[config.mk]
export PLATFORM = sky130hd
export DESIGN_NAME = modmul_interleaved_flat
export DESIGN_NICKNAME = d
export VERILOG_FILES = /design/src/rtl/modmul_interleaved_if.sv /design/src/rtl/modmul_interleaved.sv /design/src/flat_wrapper.sv
export SDC_FILE = /design/constraint.sdc
export NUM_CORES = 1
export LEC_CHECK = 0
export CORE_UTILIZATION = 65
export CTS_BUF_LIST = sky130_fd_sc_hd__clkbuf_2 sky130_fd_sc_hd__clkbuf_4 sky130_fd_sc_hd__clkbuf_8
export DETAILED_ROUTE_END_ITERATION = 12
export PLACE_DENSITY = 0.94
export SYNTH_ARGS = -nofsm -noshare
export SYNTH_HDL_FRONTEND = slang
export SYNTH_SLANG_ARGS = --single-unit
[constraint.sdc]
create_clock -name clk -period 25.1 [get_ports clk]
set_input_delay 3.765 -clock clk [delete_from_list [all_inputs] [get_ports clk]]
set_output_delay 3.765 -clock clk [all_outputs]
set_load 0.02 [all_outputs]
[src/rtl/modmul_interleaved_if.sv]
// modmul_interleaved_if: request/response bundle for the interleaved modular multiplier
interface modmul_interleaved_if #(parameter int WIDTH = 64);
    logic             start;
    logic [WIDTH-1:0] a;
    logic [WIDTH-1:0] b;
    logic [WIDTH-1:0] n;
    logic             busy;
    logic             done;
    logic             err;
    logic [WIDTH-1:0] result;
    modport master (output start, a, b, n, input busy, done, err, result);
    modport slave  (input start, a, b, n, output busy, done, err, result);
endinterface

[src/rtl/modmul_interleaved.sv]
// modmul_interleaved: sequential MSB-first interleaved (a*b) mod n, one bit of b per clock
module modmul_interleaved #(parameter int WIDTH = 64) (
    input logic             clk,
    input logic             rst_n,
    modmul_interleaved_if.slave bus
);
    localparam int IW = $clog2(WIDTH);
    typedef enum logic {IDLE, RUN} state_t;
    state_t           state_q;
    logic [WIDTH-1:0] a_q, b_q, n_q, r_q, result_q;
    logic [IW-1:0]    i_q;
    logic             busy_q, done_q, err_q;
    logic [WIDTH+1:0] n_x, t0, t1;
    logic [WIDTH-1:0] t2;
    logic             bad;
    // r < n keeps 2r + a below 3n, so two conditional subtractions always finish the reduction
    always_comb begin
        n_x = {2'b00, n_q};
        t0  = {1'b0, r_q, 1'b0} + (b_q[i_q] ? {2'b00, a_q} : '0);
        t1  = t0 >= n_x ? t0 - n_x : t0;
        t2  = WIDTH'(t1 >= n_x ? t1 - n_x : t1);
        bad = bus.n == '0 || bus.a >= bus.n || bus.b >= bus.n;
    end
    always_ff @(posedge clk or negedge rst_n) begin
        if (!rst_n) begin
            state_q  <= IDLE;
            a_q      <= '0;
            b_q      <= '0;
            n_q      <= '0;
            r_q      <= '0;
            i_q      <= '0;
            result_q <= '0;
            busy_q   <= 1'b0;
            done_q   <= 1'b0;
            err_q    <= 1'b0;
        end else begin
            done_q <= 1'b0;
            if (state_q == IDLE) begin
                if (bus.start) begin
                    a_q <= bus.a;
                    b_q <= bus.b;
                    n_q <= bus.n;
                    if (bad) begin
                        done_q   <= 1'b1;
                        err_q    <= 1'b1;
                        result_q <= '0;
                    end else begin
                        r_q     <= '0;
                        i_q     <= IW'(WIDTH - 1);
                        busy_q  <= 1'b1;
                        state_q <= RUN;
                    end
                end
            end else begin
                r_q <= t2;
                i_q <= i_q - 1'b1;
                if (i_q == '0) begin
                    result_q <= t2;
                    err_q    <= 1'b0;
                    done_q   <= 1'b1;
                    busy_q   <= 1'b0;
                    state_q  <= IDLE;
                end
            end
        end
    end
    assign bus.busy   = busy_q;
    assign bus.done   = done_q;
    assign bus.err    = err_q;
    assign bus.result = result_q;
endmodule

[src/flat_wrapper.sv]
// flat-port wrapper written by rule: the top's interface ports become plain ports
module modmul_interleaved_flat 
#(parameter int WIDTH = 64)
  (clk, rst_n, bus_start, bus_a, bus_b, bus_n, bus_busy, bus_done, bus_err, bus_result);
  modmul_interleaved_if #(.WIDTH(WIDTH)) bus_i ();
  input logic clk;
  input logic rst_n;
  input wire logic [$bits(bus_i.start)-1:0] bus_start;
  input wire logic [$bits(bus_i.a)-1:0] bus_a;
  input wire logic [$bits(bus_i.b)-1:0] bus_b;
  input wire logic [$bits(bus_i.n)-1:0] bus_n;
  output wire logic [$bits(bus_i.busy)-1:0] bus_busy;
  output wire logic [$bits(bus_i.done)-1:0] bus_done;
  output wire logic [$bits(bus_i.err)-1:0] bus_err;
  output wire logic [$bits(bus_i.result)-1:0] bus_result;
  assign bus_i.start = bus_start;
  assign bus_i.a = bus_a;
  assign bus_i.b = bus_b;
  assign bus_i.n = bus_n;
  assign bus_busy = bus_i.busy;
  assign bus_done = bus_i.done;
  assign bus_err = bus_i.err;
  assign bus_result = bus_i.result;
  modmul_interleaved #(.WIDTH(WIDTH)) u_core (.clk(clk), .rst_n(rst_n), .bus(bus_i));
endmodule
======== Yosys cells after proc, flatten, opt, wreduce, memory -nomap -nowiden ========
Index checks and enable logic that the tools add are counted.
word-level totals
  logic and storage cells ................. 62
  input port bits ......................... 195
  output and inout port bits .............. 67
  flip-flop bits (word level) ............. 330
operators by class
  magnitude comparators ................... 5
  equality and inequality tests ........... 2
  reduce and logical (&&, ||, !) cells .... 10
  $add $sub $neg .......................... 4
  bitwise gates (word level) .............. 1
  mux-type cells .......................... 30
operator list
  operator                                                              number
  64-bit 2-to-1 mux                                                     9
  66-bit by 64-bit >= comparator with 1-bit output                      2
  64-bit >= comparator                                                  2
  65-bit by 66-bit adder with 66-bit output                             1
  66-bit 2-to-1 mux                                                     1
  66-bit by 64-bit subtractor with 66-bit output                        1
  64-bit logical NOT                                                    1
  64-bit subtractor                                                     1
  6-bit 2-to-1 mux                                                      3
  1-bit 2-to-1 mux                                                      16
  6-bit by 7-bit < comparator with 1-bit output, second input constant  1
  1-bit binary-select mux with 6-bit select                             1
  6-bit logical NOT                                                     1
  3-bit AND reduction                                                   2
  6-bit by 1-bit subtractor with 6-bit output, second input constant    1
  2-bit AND reduction                                                   2
  2-bit nonzero test                                                    2
  1-bit logical OR                                                      2
  2-bit by 1-bit != test with 1-bit output, second input constant       1
  2-bit != test, second input constant                                  1
  1-bit NOT                                                             1

======== Longest topological paths before layout ========
  depth after elaboration ................. 10
  depth in mapped cells ................... 48
  depth with buffers taken out ............ 40

======== Worst setup path after synthesis ========
No wires, ideal clock.
  kind .................................... reg-to-reg
  from .................................... register u_core.i_q[0]
  to ...................................... register u_core.r_q[40]
  setup time .............................. 0.126 ns
  cell stages (with the launch flop) ...... 46
  clock period less this slack ............ 10.828 ns
  buffers on the path ..................... 6
  arrival time ............................ 10.702 ns
  setup slack ............................. 14.272 ns
  required time ........................... 24.974 ns
  cell sequence ........................... dfrtp_1 clkbuf_1 buf_2 mux4_2 mux4_2 mux4_2 clkbuf_1 and2_1 ha_1 clkbuf_1 a211oi_1 o21ai_1 a2111oi_0 a21oi_1 o21ai_1 nand4b_1 a31o_2 a31oi_1 [... 10 more ...] o21a_1 buf_4 mux2_2 ha_1 fa_1 nor2b_1 o31a_1 o31ai_2 a2111oi_2 o311ai_1 o31a_1 o21ai_1 a311oi_1 and4bb_2 and2_1 buf_4 and3_1 a221o_1
between the ends
  word-level cells in the longest chain between the ends .. 9
  elaborated cells on any way between the ends .. 11
  classes of those cells .................. add/sub: 3; order compare: 2; mux: 6
RTL lines
  element                                                                                                             line                      text
  start: declaration                                                                                                  modmul_interleaved.sv:11  logic [IW-1:0] i_q;
  start signal: assignment                                                                                            modmul_interleaved.sv:49  i_q <= IW'(WIDTH - 1);
  start signal: assignment                                                                                            modmul_interleaved.sv:56  i_q <= i_q - 1'b1;
  1-bit binary-select mux with 6-bit select (*)                                                                       modmul_interleaved.sv:19  t0 = {1'b0, r_q, 1'b0} + (b_q[i_q] ? {2'b00, a_q} : '0);
  1-bit 2-to-1 mux (not written as such) (*)                                                                          modmul_interleaved.sv:19
  64-bit 2-to-1 mux (*)                                                                                               modmul_interleaved.sv:19
  65-bit by 66-bit adder with 66-bit output (*)                                                                       modmul_interleaved.sv:19
  66-bit by 64-bit subtractor with 66-bit output or 66-bit by 64-bit >= comparator with 1-bit output (tied branches)  modmul_interleaved.sv:20  t1 = t0 >= n_x ? t0 - n_x : t0;
  66-bit 2-to-1 mux (*)                                                                                               modmul_interleaved.sv:20
  64-bit subtractor or 66-bit by 64-bit >= comparator with 1-bit output (tied branches)                               modmul_interleaved.sv:21  t2 = WIDTH'(t1 >= n_x ? t1 - n_x : t1);
  64-bit 2-to-1 mux (*)                                                                                               modmul_interleaved.sv:21
  64-bit 2-to-1 mux (*)                                                                                               modmul_interleaved.sv:38  if (state_q == IDLE) begin
  end signal: assignment                                                                                              modmul_interleaved.sv:55  r_q <= t2;
  end: declaration                                                                                                    modmul_interleaved.sv:10  logic [WIDTH-1:0] a_q, b_q, n_q, r_q, result_q;
Every way passes the cells marked *; elsewhere a longest branch is shown, timed or not. The select of a mux whose other input is x is not followed.
A chain may end at the register's enable or synchronous reset.

======== Worst setup path after layout ========
  from .................................... register u_core.i_q[0]
  to ...................................... register u_core.result_q[58], in the netlist u_core.bus.result[58]
between the ends
  word-level cells in the longest chain between the ends .. 10
  elaborated cells on any way between the ends .. 15
  classes of those cells .................. add/sub: 3; order compare: 2; eq/ne: 1; mux: 7; reduce/logical: 2
RTL lines
  element                                                                                                             line                      text
  1-bit binary-select mux with 6-bit select                                                                           modmul_interleaved.sv:19
  1-bit 2-to-1 mux (not written as such)                                                                              modmul_interleaved.sv:19
  64-bit 2-to-1 mux                                                                                                   modmul_interleaved.sv:19
  65-bit by 66-bit adder with 66-bit output                                                                           modmul_interleaved.sv:19
  66-bit by 64-bit subtractor with 66-bit output or 66-bit by 64-bit >= comparator with 1-bit output (tied branches)  modmul_interleaved.sv:20
  66-bit 2-to-1 mux                                                                                                   modmul_interleaved.sv:20
  64-bit subtractor or 66-bit by 64-bit >= comparator with 1-bit output (tied branches)                               modmul_interleaved.sv:21
  64-bit 2-to-1 mux                                                                                                   modmul_interleaved.sv:21
  64-bit 2-to-1 mux                                                                                                   modmul_interleaved.sv:57  if (i_q == '0) begin
  64-bit 2-to-1 mux                                                                                                   modmul_interleaved.sv:38
  end signal: assignment                                                                                              modmul_interleaved.sv:58  result_q <= t2;
  end: declaration                                                                                                    modmul_interleaved.sv:10
Several ways; a longest one is shown, not always the timed one. The select of a mux whose other input is x is not followed.

==> out/results.ini <==
[outcome]
outcome = finished clean

[logic_synthesis]
yosys.area.top_type = dfrtp_1
synth-xor-area-share = 0.0513
ys.flop_type = dfrtp_1
synthSimpleGateAreaFrac = 0.210
synth_cells = 3666
synth.top_cell.area_share = 0.281
synth-edff-count = 0
synth_top_family_by_area = compound AO/OA/AOI/OAI gates
netlist_area_sq_um = 29300
synth_mux_area_frac = 0.0444
ys.warnings.count = 0
synth-adder-area-share = 0.139
synth_seq_area_share = 0.281
synth_cell_type_count = 97
syn_nets = 4185
synth_compound_area_frac = 0.223
async_flop_share = 1.00
avgSynthCellArea_sq_um = 8.00
synthTopCellsByArea = dfrtp_1 28%, ha_1 14%, nand2_1 9.0%, a21oi_1 4.9%, o21ai_0 3.9%
synth_seq_cells = 330

[global_routing]
grt_max_degree = 119
grt_pass1_wl_microns = 164000
grt_pass1_vias = 28400
grt-ovfl-total = 0
grtUsageTotal = 0.466
antenna_found_initial = 2

[layout]
nets = 4350
multi_input_area_sq_um = 19600
fillCellCount = 3214
drive_above_1_share = 0.0567
area_growth_pct = 14.3
layout_common_cells = 699 x nand2_1, 330 x dfrtp_1, 321 x ha_1
seq_area_sq_um = 8260
layout_commonest_cell = nand2_1

[timing]
finalCritPeriodShare = 0.569
rsz0062_at_grt = no
setup_viol = 0
max_freq_ghz = 0.0700
setup_tns_ps = 0
skew_ps = 54.2
final.min_clock_period_ps = 14280
hold_violations = 0
slew_violations = 0
tightestPinTransition_ps = 1110
worst_hold_slack_ps = 471
timing.slew.headroom = 0.261

[critical_path]
critical_path_class = flip-flop to flip-flop
crit_start = u_core.i_q[0]
required_ps = 25700
endpoint_kind = flip-flop
slowest_delay_ps = 1070
critPathLaunchType = flip-flop
crit_fanout = 64
r2r_start = u_core.i_q[0]
cp.arrival_ps = 14880
cpMaxStageDelayCell = dfrtp_1

[floorplan]
row_count = 77
die-area_sq_um = 46000
die_y_microns = 214
start_util = 0.661
core_area_sq_um = 44400
die_w_microns = 214
pin_count = 262

[place]
io_buffers = 261
place_congestion = 1.07
post-dp-hpwl_microns = 84200

[detailed_routing]
drtIter0Drc = 4612
dr.pass1.iters = 7
wl_per_cell_microns = 24.6
wirelength_microns = 110000
drc = 0
vias = 30300
ant_nets = 0
vias_per_cell = 6.78

[clocking]
clock_path_buffers = 3
cts-root-buf = clkbuf_8
cts.sinks = 330
h-tree-depth = 2
cts_tree = yes
clkTransAtPathRegs_ps = 60
ctsResizeCount = 0
cts_buffers = 57
postCtsHoldBufs = 0
post_cts_buffers = 0
clkLatencyLatePin_ps = 750

[job]
cap_violations = 0

[worst_hold_path]
hold_start = u_core.a_q[51]
hp-class = flip-flop to flip-flop

worst paths after layout:
check / depth (start not counted) / slack [ps] / endpoint
worst max-delay path: 40 / 10820 / u_core.bus.result[58]
worst min-delay path: 2 / 470 / u_core.a_q[51]
worst max register to register: 40 / 10820 / u_core.bus.result[58]
worst min register to register: 2 / 470 / u_core.a_q[51]
max in group asynchronous: 3 / 19620 / u_core.bus.result[53]
min in group asynchronous: 1 / 3070 / u_core.b_q[10]
routing by layer:
layer,routed length [microns],vias to the layer above,GRT usage,share of wire
met5,81,-,0,0.00074
met4,5720,6,0.220,0.052
met3,17700,370,0.175,0.16
met2,43900,2237,0.652,0.40
met1,42500,14300,0.631,0.39
li1,-,13400,-,-
cells in the mapped netlist (65+ instances only):
cell,n
nand2_1,700
dfrtp_1,330
ha_1,321
a21oi_1,287
o21ai_0,228
inv_1,199
nor2_1,151
clkbuf_1,127
xnor2_1,115
a21o_1,109
and2_1,89
o21ai_1,87
nand4_1,79
nand3_1,65
cell families (layout without fill, tap and decap cells):
family | count (synthesis) | count (layout)
AO/OA/AOI/OAI | 1038 | 1038
XOR/XNOR | 172 | 172
adder cells (fa/ha/maj) | 324 | 324
buffers and inverters | 372 | 584
flip-flops | 330 | 330
multiplexers | 96 | 96
other | 0 | 1
AND/OR/NAND/NOR | 1334 | 1334
through the flow:
stage | instance area [sq um] | std cells | util | setup WS [ps]
2_1_floorplan | 29300 | 3666 | - | 14270
3_3_place_gp | 32100 | 4364 | 0.723 | 11570
3_5_place_dp | 32100 | 4364 | 0.723 | 11220
4_1_cts | 33500 | 4470 | 0.755 | 11150
5_1_grt | 33500 | 4470 | 0.755 | 10270
6_report | 33500 | 4471 | 0.755 | 10820
registers in the layout, indices dropped and copies added, names as in the netlist:
name / flops
u_core.bus.done: 1
u_core.b_q: 64
u_core.r_q: 64
u_core.bus.result: 64
u_core.bus.busy: 1
u_core.n_q: 64
u_core.bus.err: 1
u_core.state_q: 1
u_core.a_q: 64
u_core.i_q: 6
area by class of cell:
| class | count | area share |
|---|---|---|
| Multi-Input combinational cell | 2964 | 0.586 |
| Sequential cell | 330 | 0.246 |
| Tap cell | 592 | 0.0221 |
| Inverter | 199 | 0.0223 |
| Clock buffer | 84 | 0.0332 |
| Antenna cell | 1 | 0.0000746 |
| Clock inverter | 22 | 0.00843 |
| Timing Repair Buffer | 279 | 0.0821 |
critical path, delay by kind of cell (launching register included):
family | cells | cell delay, ps
AOI/OAI and AO/OA | 17 | 5300
and+or+nand+nor | 12 | 2770
muxes | 4 | 2030
adders and majority gates | 4 | 1460
buffers and inverters | 2 | 1120
DFF | 1 | 1070
xor gates and xnor gates | 1 | 280
Power is not shown: default switching activity piles up to over one toggle a cycle in this logic, so the estimate is an artifact.
